**src/rtl/dtcm_icb_ctrl_pkg.sv**
```systemverilog
// Shared types and constants for the DTCM ICB slave controller.
package dtcm_icb_ctrl_pkg;

    localparam logic [3:0] DTCM_ADDR_HEAD = 4'b0011;
    localparam int         ICB_DW         = 64;
    localparam int         ICB_MW         = 8;
    localparam int         RSP_W          = ICB_DW + 1;

    typedef struct packed {
        logic [ICB_DW-1:0] rdata;
        logic              err;
    } dtcm_rsp_t;

endpackage

```
**src/rtl/dtcm_rsp_fifo.sv**
```systemverilog
// Two-entry response FIFO; pointers/count reset, data storage left unreset.
module dtcm_rsp_fifo
    import dtcm_icb_ctrl_pkg::*;
(
    input  logic             clk,
    input  logic             rstn,
    input  logic             i_push,
    input  logic [RSP_W-1:0] i_din,
    input  logic             i_pop,
    output logic [RSP_W-1:0] o_dout,
    output logic             o_full,
    output logic             o_empty,
    output logic [1:0]       o_cnt
);

    logic [RSP_W-1:0] r_mem [2];
    logic             r_wptr;
    logic             r_rptr;
    logic [1:0]       r_cnt;

    always_ff @(posedge clk or negedge rstn) begin
        if (!rstn) begin
            r_wptr <= 1'b0;
            r_rptr <= 1'b0;
            r_cnt  <= '0;
        end else begin
            if (i_push) r_wptr <= ~r_wptr;
            if (i_pop)  r_rptr <= ~r_rptr;
            case ({i_push, i_pop})
                2'b10:   r_cnt <= r_cnt + 2'd1;
                2'b01:   r_cnt <= r_cnt - 2'd1;
                default: r_cnt <= r_cnt;
            endcase
        end
    end

    always_ff @(posedge clk) begin
        if (i_push) r_mem[r_wptr] <= i_din;
    end

    assign o_dout  = r_mem[r_rptr];
    assign o_full  = (r_cnt == 2'd2);
    assign o_empty = (r_cnt == 2'd0);
    assign o_cnt   = r_cnt;

    a_no_overflow: assert property (@(posedge clk) disable iff (!rstn)
        !(i_push && r_cnt == 2'd2));

endmodule

```
**src/rtl/dtcm_icb_ctrl.sv**
```systemverilog
// DTCM ICB slave: drives a 1-cycle-latency SRAM, in-order responses via 2-entry buffer.
// Optional out-of-window error checking is enabled by defining DTCM_ADDR_CHK_EN.
module dtcm_icb_ctrl
    import dtcm_icb_ctrl_pkg::*;
#(
    parameter int AW     = 32,
    parameter int DW     = 64,
    parameter int RAM_AW = 12
) (
    input  logic              clk,
    input  logic              rstn,
    input  logic              icb_cmd_valid,
    output logic              icb_cmd_ready,
    input  logic [AW-1:0]     icb_cmd_addr,
    input  logic              icb_cmd_read,
    input  logic [DW-1:0]     icb_cmd_wdata,
    input  logic [7:0]        icb_cmd_wmask,
    output logic              icb_rsp_valid,
    input  logic              icb_rsp_ready,
    output logic [DW-1:0]     icb_rsp_rdata,
    output logic              icb_rsp_err,
    output logic              ram_cs,
    output logic              ram_we,
    output logic [7:0]        ram_wem,
    output logic [RAM_AW-1:0] ram_addr,
    output logic [DW-1:0]     ram_din,
    input  logic [DW-1:0]     ram_dout
);

    logic             w_acc;
    logic             w_cmd_err;
    logic             w_unused_addr;
    logic             r_s1_vld;
    logic             r_s1_read;
    logic             r_s1_err;
    logic             w_push;
    logic             w_pop;
    logic             w_fifo_full;
    logic             w_fifo_empty;
    logic [1:0]       w_fifo_cnt;
    logic [RSP_W-1:0] w_fifo_dout;
    dtcm_rsp_t        w_s1_rsp;
    dtcm_rsp_t        w_rsp;

`ifdef DTCM_ADDR_CHK_EN
    assign w_cmd_err = (icb_cmd_addr[AW-1:AW-4] != DTCM_ADDR_HEAD)
                     | (|icb_cmd_addr[AW-5:RAM_AW+3]);
`else
    assign w_cmd_err = 1'b0;
`endif
    assign w_unused_addr = ^{icb_cmd_addr[2:0], icb_cmd_addr[AW-1:RAM_AW+3]};

    // Credit check: ready = (cnt + s1_vld) < 2, expressed via full/cnt.
    assign icb_cmd_ready = !w_fifo_full && !(w_fifo_cnt == 2'd1 && r_s1_vld);
    assign w_acc         = icb_cmd_valid && icb_cmd_ready;

    assign ram_cs   = w_acc && !w_cmd_err;
    assign ram_we   = ram_cs && !icb_cmd_read;
    assign ram_wem  = ram_we ? icb_cmd_wmask : '0;
    assign ram_addr = icb_cmd_addr[RAM_AW+2:3];
    assign ram_din  = icb_cmd_wdata;

    always_ff @(posedge clk or negedge rstn) begin
        if (!rstn) begin
            r_s1_vld  <= 1'b0;
            r_s1_read <= 1'b0;
            r_s1_err  <= 1'b0;
        end else begin
            r_s1_vld  <= w_acc;
            r_s1_read <= w_acc && icb_cmd_read;
            r_s1_err  <= w_acc && w_cmd_err;
        end
    end

    always_comb begin
        w_s1_rsp.err   = r_s1_err;
        w_s1_rsp.rdata = (r_s1_read && !r_s1_err) ? ram_dout : '0;
    end

    // The SRAM output is only valid in the s1 cycle, so s1 is captured unless it leaves via bypass.
    assign w_push = r_s1_vld && (!w_fifo_empty || !icb_rsp_ready);
    assign w_pop  = !w_fifo_empty && icb_rsp_ready;

    dtcm_rsp_fifo u_rsp_fifo (
        .clk     (clk),
        .rstn    (rstn),
        .i_push  (w_push),
        .i_din   (w_s1_rsp),
        .i_pop   (w_pop),
        .o_dout  (w_fifo_dout),
        .o_full  (w_fifo_full),
        .o_empty (w_fifo_empty),
        .o_cnt   (w_fifo_cnt)
    );

    always_comb begin
        w_rsp = '0;
        if (!w_fifo_empty) w_rsp = w_fifo_dout;
        else if (r_s1_vld) w_rsp = w_s1_rsp;
    end

    assign icb_rsp_valid = !w_fifo_empty || r_s1_vld;
    assign icb_rsp_rdata = w_rsp.rdata;
    assign icb_rsp_err   = w_rsp.err;

endmodule

```
**config.mk**
```make
export PLATFORM = sky130hd
export DESIGN_NAME = dtcm_icb_ctrl
export DESIGN_NICKNAME = d
export VERILOG_FILES = /design/src/rtl/dtcm_icb_ctrl_pkg.sv /design/src/rtl/dtcm_rsp_fifo.sv /design/src/rtl/dtcm_icb_ctrl.sv
export SDC_FILE = /design/constraint.sdc
export NUM_CORES = 1
export LEC_CHECK = 0
export ABC_AREA = 1
export BUFFER_PORTS_ARGS = -buffer_cell sky130_fd_sc_hd__clkbuf_2
export CAP_MARGIN = 25
export CORE_MARGIN = 1
export CORE_UTILIZATION = 45
export CTS_CLUSTER_DIAMETER = 60
export DETAILED_ROUTE_END_ITERATION = 16
export GPL_TIMING_DRIVEN = 0
export HOLD_SLACK_MARGIN = 0.08
export PLACE_DENSITY = 0.79
export SLEW_MARGIN = 40
export SYNTH_ARGS = -nofsm -noshare
export SYNTH_HDL_FRONTEND = slang
export SYNTH_HIERARCHICAL = 1
export SYNTH_SLANG_ARGS = --single-unit
```
**constraint.sdc**
```tcl
create_clock -name clk -period 5.5 [get_ports clk]
set_input_delay 0 -clock clk [delete_from_list [all_inputs] [get_ports clk]]
set_output_delay 0 -clock clk [all_outputs]
set_load 0.05 [all_outputs]
```
---- Word-level counts from Yosys, hierarchy flattened ----
Memories as Yosys holds them, arrays and structs flattened.
Cells that the tools add are included.
operators by class
  reduce and logical (&&, ||, !) cells .... 16
  bitwise operators ....................... 2
  add/subtract/negate cells ............... 2
  multiplexer cells ....................... 7
  eq/ne operators ......................... 4
operator list
  kind                                                                number
  65-bit 2-to-1 mux                                                   2
  64-bit 2-to-1 mux                                                   1
  8-bit 2-to-1 mux                                                    1
  1-bit logical AND                                                   7
  1-bit zero test                                                     5
  2-bit by 1-bit == test with 1-bit output, second input constant     2
  2-bit == test, second input constant                                2
  2-bit one-hot mux with 2 select lines                               1
  2-bit by 1-bit adder with 2-bit output, second input constant       1
  2-bit zero test                                                     1
  1-bit logical OR                                                    2
  1-bit 2-to-1 mux                                                    2
  1-bit NOT                                                           2
  2-bit nonzero test                                                  1
  2-bit by 1-bit subtractor with 2-bit output, second input constant  1
storage, ports and cells
  input port bits ......................... 173
  output and inout port bits .............. 153
  RAM bits ................................ 128
  flip-flop bits (word level) ............. 6
  memories ................................ 1
memory list
  memory            words  width  rd ports  clocked after memory_dff  wr ports  line                 source
  u_rsp_fifo.r_mem  2      64     1         0                         1         dtcm_rsp_fifo.sv:16  logic [RSP_W-1:0] r_mem [2];

---- Depth between registers and ports, before layout ----
  depth in word-level cells ............... 7
  depth in mapped cells ................... 11

---- By module ----
Netlist, hierarchy kept.
modules (own cells, without submodules)
  module         cells an instance  sequential area each (sq um)  area an instance (sq um)  times used
  dtcm_rsp_fifo  363                4,003.8                       5,019.8                   1
  dtcm_icb_ctrl  391                50.0                          2,174.6                   1

---- Least setup slack after synthesis ----
OpenSTA, ideal clock, no wires.
  kind .................................... register to register
  from .................................... register u_rsp_fifo.r_cnt[0], in the netlist u_rsp_fifo/o_cnt[0]
  to ...................................... memory u_rsp_fifo/r_mem[0][0] in the netlist's numbering (enable)
  arrival ................................. 3.792 ns
  setup time .............................. 0.488 ns
  clock period less this slack ............ 4.280 ns
  path slack .............................. 1.220 ns
  cell stages (with the launch flop) ...... 7
  cells stage by stage .................... dfrtp_1 > nor2_1 > buf_6 > buf_2 > a21oi_1 > inv_1 > nor2_1
on the way
  cells in the longest elaborated chain, start to end .. 6
ends and longest elaborated chain
  element                                 line                 source
  from (decl)                             dtcm_rsp_fifo.sv:19  logic [1:0] r_cnt;
  from (signal assigned)                  dtcm_rsp_fifo.sv:30  2'b10: r_cnt <= r_cnt + 2'd1;
  from (signal assigned)                  dtcm_rsp_fifo.sv:31  2'b01: r_cnt <= r_cnt - 2'd1;
  from (signal assigned)                  dtcm_rsp_fifo.sv:32  default: r_cnt <= r_cnt;
  2-bit zero test                         dtcm_rsp_fifo.sv:43  assign o_empty = (r_cnt == 2'd0);
  named net w_fifo_empty                  dtcm_icb_ctrl.sv:39  logic w_fifo_empty;
  1-bit zero test                         dtcm_icb_ctrl.sv:81  assign w_push = r_s1_vld && (!w_fifo_empty || !icb_rsp_ready);
  1-bit logical OR                        dtcm_icb_ctrl.sv:81
  1-bit logical AND                       dtcm_icb_ctrl.sv:81
  named net w_push                        dtcm_icb_ctrl.sv:36  logic w_push;
  1-bit 2-to-1 mux                        dtcm_rsp_fifo.sv:38  if (i_push) r_mem[r_wptr] <= i_din;
  1-bit 2-to-1 mux (implied by the code)  dtcm_rsp_fifo.sv:38
  to (decl)                               dtcm_rsp_fifo.sv:16
The timed path passes the listed nets, and every way through them passes these cells.

---- Final worst setup path ----
  from .................................... register u_rsp_fifo.r_cnt[0], in the netlist u_rsp_fifo/o_cnt[0]
  to ...................................... memory u_rsp_fifo/r_mem[0][36] in the netlist's numbering (enable)
Same word-level chain as after synthesis.

==> impl_metrics.tcl <==
set metrics [dict create \
    synthSimpleGateAreaFrac 0.0845 \
    via_per_inst 4.63 \
    path_max_fanout 13 \
    worstSetupPathType "flip-flop to flip-flop" \
    fin_util 0.649 \
    fmax_mhz 382 \
    end_kind "flip-flop" \
    grt_pass1_wl_um 27500 \
    clock_latency_ps 420 \
    period_share 0.477 \
    port_buffers 229 \
    synthXorXnorAreaFrac 0.00365 \
    dr_total_vias 6027 \
    htreeDepth 4 \
    die_y_um 128 \
    die_w_um 128 \
    synthCells 754 \
    grtUsageMet1 0.234 \
    gp_routability_congestion 0.742 \
    dpl_cell_area_um2 8700 \
    syn-cell-area_um2 7190 \
    post_cts_resized 0 \
    start_util 0.466 \
    die-area_um2 16500 \
    grt_use_total 0.223 \
    synth_top_family_by_area "buffers and inverters" \
    clockBufferDepth 2 \
    synthMuxAreaShare 0 \
    finalInstanceArea_um2 10000 \
    antenna_found_initial 0 \
    synth-compound-area-share 0.119 \
    clock_skew_ps 10.1 \
    clkTransAtPathRegs_ps 60 \
    cts_setup_buffers 0 \
    p_leak_nw 5.27 \
    grt_pass1_vias 5794 \
    synth_seq_cells 136 \
    use_met3 0.0524 \
    wl_um 18500 \
    nFillCells 1221 \
    tritoncts "built" \
    holdWs_ps 327 \
    critPathArrivalTime_ps 2730 \
    synth.avg_cell_area_um2 9.54 \
    drc 0 \
    cts_sinks 136 \
    hold_viol_final 0 \
    max-cap-violations 0 \
    synth_cell_type_count 21 \
    use_met2 0.428 \
    ant_nets 0 \
    p_per_area_nw_per_um2 610 \
    grt_busiest_layer "met2" \
    max_stage_delay_ps 430 \
    rsz0062_at_grt "no" \
    cts_buffers 17 \
    core-area_um2 15400 \
    hold_buffers 70 \
    synth_fa_ha_area_frac 0.00174 \
    cp_cell_sequence "nor2_1 -> buf_6 -> buf_2 -> a21oi_1 -> inv_1 -> nor2_4 -> buf_8 -> buf_8 -> buf_8" \
    drt_iter0_markers 319 \
    final_cells 1301 \
    drive_gt1_frac 0.361 \
    setup_viol 0 \
    grt.overflow.total 0 \
    wl_per_cell_um 14.3 \
    outcome "complete, no violations" \
    peakVddDrop_v 0.000449 \
    ys_seq_area_frac 0.563 \
    dpl.hpwl_um 12500 \
    synthToLayoutAreaGrowth_pct 39.1 \
    grt_max_degree 37 \
    slew_violations 0 \
    fp-row-count 45 \
    cpMaxStageDelayCell "dfrtp_1" \
    dp.cells 1200 \
    ys_warn_count 6 \
    antenna_cells 0 \
    cp_common_cell "buf_8" \
    final_nets 1252 \
    holdCritPathClass "primary input to output pin" \
    cts_root_buf "clkbuf_16" \
    period_needed_ps 2620 \
    worstPathRequired_ps 5610 \
    drt_pre_antenna_iters 5 \
    num_io_pins 326 \
    startpoint_type "flip-flop" \
]
## final timing paths
| kind | from | endpoint | slack [ps] | depth (start not counted) |
|---|---|---|---|---|
| min in group asynchronous | rstn | u_rsp_fifo/o_cnt[0] | 530 | 3 |
| min | icb_cmd_wdata[27] | ram_din[27] | 330 | 2 |
| max | u_rsp_fifo/o_cnt[0] | u_rsp_fifo/r_mem[0][36] | 2880 | 9 |
| max in group asynchronous | rstn | u_rsp_fifo/r_rptr | 4740 | 3 |
| max reg2reg | u_rsp_fifo/o_cnt[0] | u_rsp_fifo/r_mem[0][36] | 2880 | 9 |
| min reg2reg | u_rsp_fifo/o_cnt[1] | u_rsp_fifo/o_cnt[1] | 540 | 2 |
## synth_stat cells
master / instances / area (µm²)
clkbuf_1: 4 / 15.0
xnor2_1: 1 / 8.76
conb_1: 1 / 3.75
buf_6: 8 / 90.1
inv_1: 216 / 811
nand2_1: 136 / 510
nand3_1: 3 / 15.0
o22ai_1: 44 / 275
buf_2: 10 / 50.1
xor2_1: 2 / 17.5
o21ai_0: 65 / 325
nand2_4: 1 / 11.3
a21oi_1: 1 / 5.00
o22ai_2: 20 / 250
buf_4: 89 / 668
nand4_2: 1 / 12.5
nand4_1: 1 / 6.26
nor2_1: 14 / 52.6
edfxtp_1: 130 / 3900
dfrtp_1: 6 / 150
ha_1: 1 / 12.5
## per-layer routing
metal | wire length (µm) | vias up
met5 | 0 | -
met4 | 361 | 0
met3 | 1200 | 30
met2 | 10100 | 281
met1 | 6880 | 2778
li1 | - | 2938
## worst max-delay path, delay by kind of cell (launching register included)
family,cells,cell delay [ps]
buf+inv,6,1090
simple gates,2,470
flops,1,430
compound gates,1,310
## layout make-up
| class | count | area (µm²) | area share |
|---|---|---|---|
| Clock inverter | 13 | 179 | 0.0179 |
| Sequential cell | 136 | 4050 | 0.405 |
| Buffer | 111 | 823 | 0.0823 |
| Tap cell | 211 | 264 | 0.0264 |
| Multi-Input combinational cell | 292 | 1520 | 0.152 |
| Inverter | 216 | 816 | 0.0815 |
| Clock buffer | 18 | 429 | 0.0429 |
| Timing Repair Buffer | 304 | 1930 | 0.193 |
## power breakdown
group          switching, mW  internal, mW
logic                   2.49         0.875
clock network          0.415         0.753
registers             0.0874          1.49
total                   2.99          3.12
## cells by family after synthesis
kind of cell    Yosys count
simple gates            156
buf+inv                 327
fa+ha+maj                 1
flops                   136
other cells               1
xor+xnor                  3
compound gates          130
## stage by stage
stage,power (mW),TNS [ps],worst slack (ps)
final,6.11,0,2880
after global routing,6.40,0,2800
after global placement,4.84,-31230,-484
after floorplan,4.12,0,1220
after CTS,6.12,0,2930
after detailed placement,4.91,0,2940
## registers in the layout, summed over array words and instances (netlist names)
signal,flops
u_rsp_fifo/r_mem,130
u_rsp_fifo/o_cnt,2
r_s1_read,1
r_s1_vld,1
u_rsp_fifo/r_rptr,1
u_rsp_fifo/r_wptr,1
## cell usage in the layout (no fill, tap or decap)
cell           Yosys  final
clkbuf_2           0    229
inv_1            216    215
nand2_1          136    136
edfxtp_1         130    130
buf_4             89     89
dlygate4sd3_1      0     70
o21ai_0           65     65
o22ai_1           44     44
o22ai_2           20     20
clkbuf_16          0     17
nor2_1            14     13
buf_2             10     10
buf_6              8      8
dfrtp_1            6      6
clkbuf_1           4      5
bufinv_16          0      4
buf_8              0      4
nand3_1            3      3
clkinv_4           0      2
clkinvlp_4         0      2
clkinv_1           0      2
inv_6              0      2
clkinv_2           0      2
xor2_1             2      2
conb_1             1      2
nand4_2            1      1
nand2_4            1      1
a21oi_1            1      1
nor2_4             0      1
xnor2_1            1      1
nand4_1            1      1
ha_1               1      1
buf_12             0      1
(Power assumes the default switching activity.)
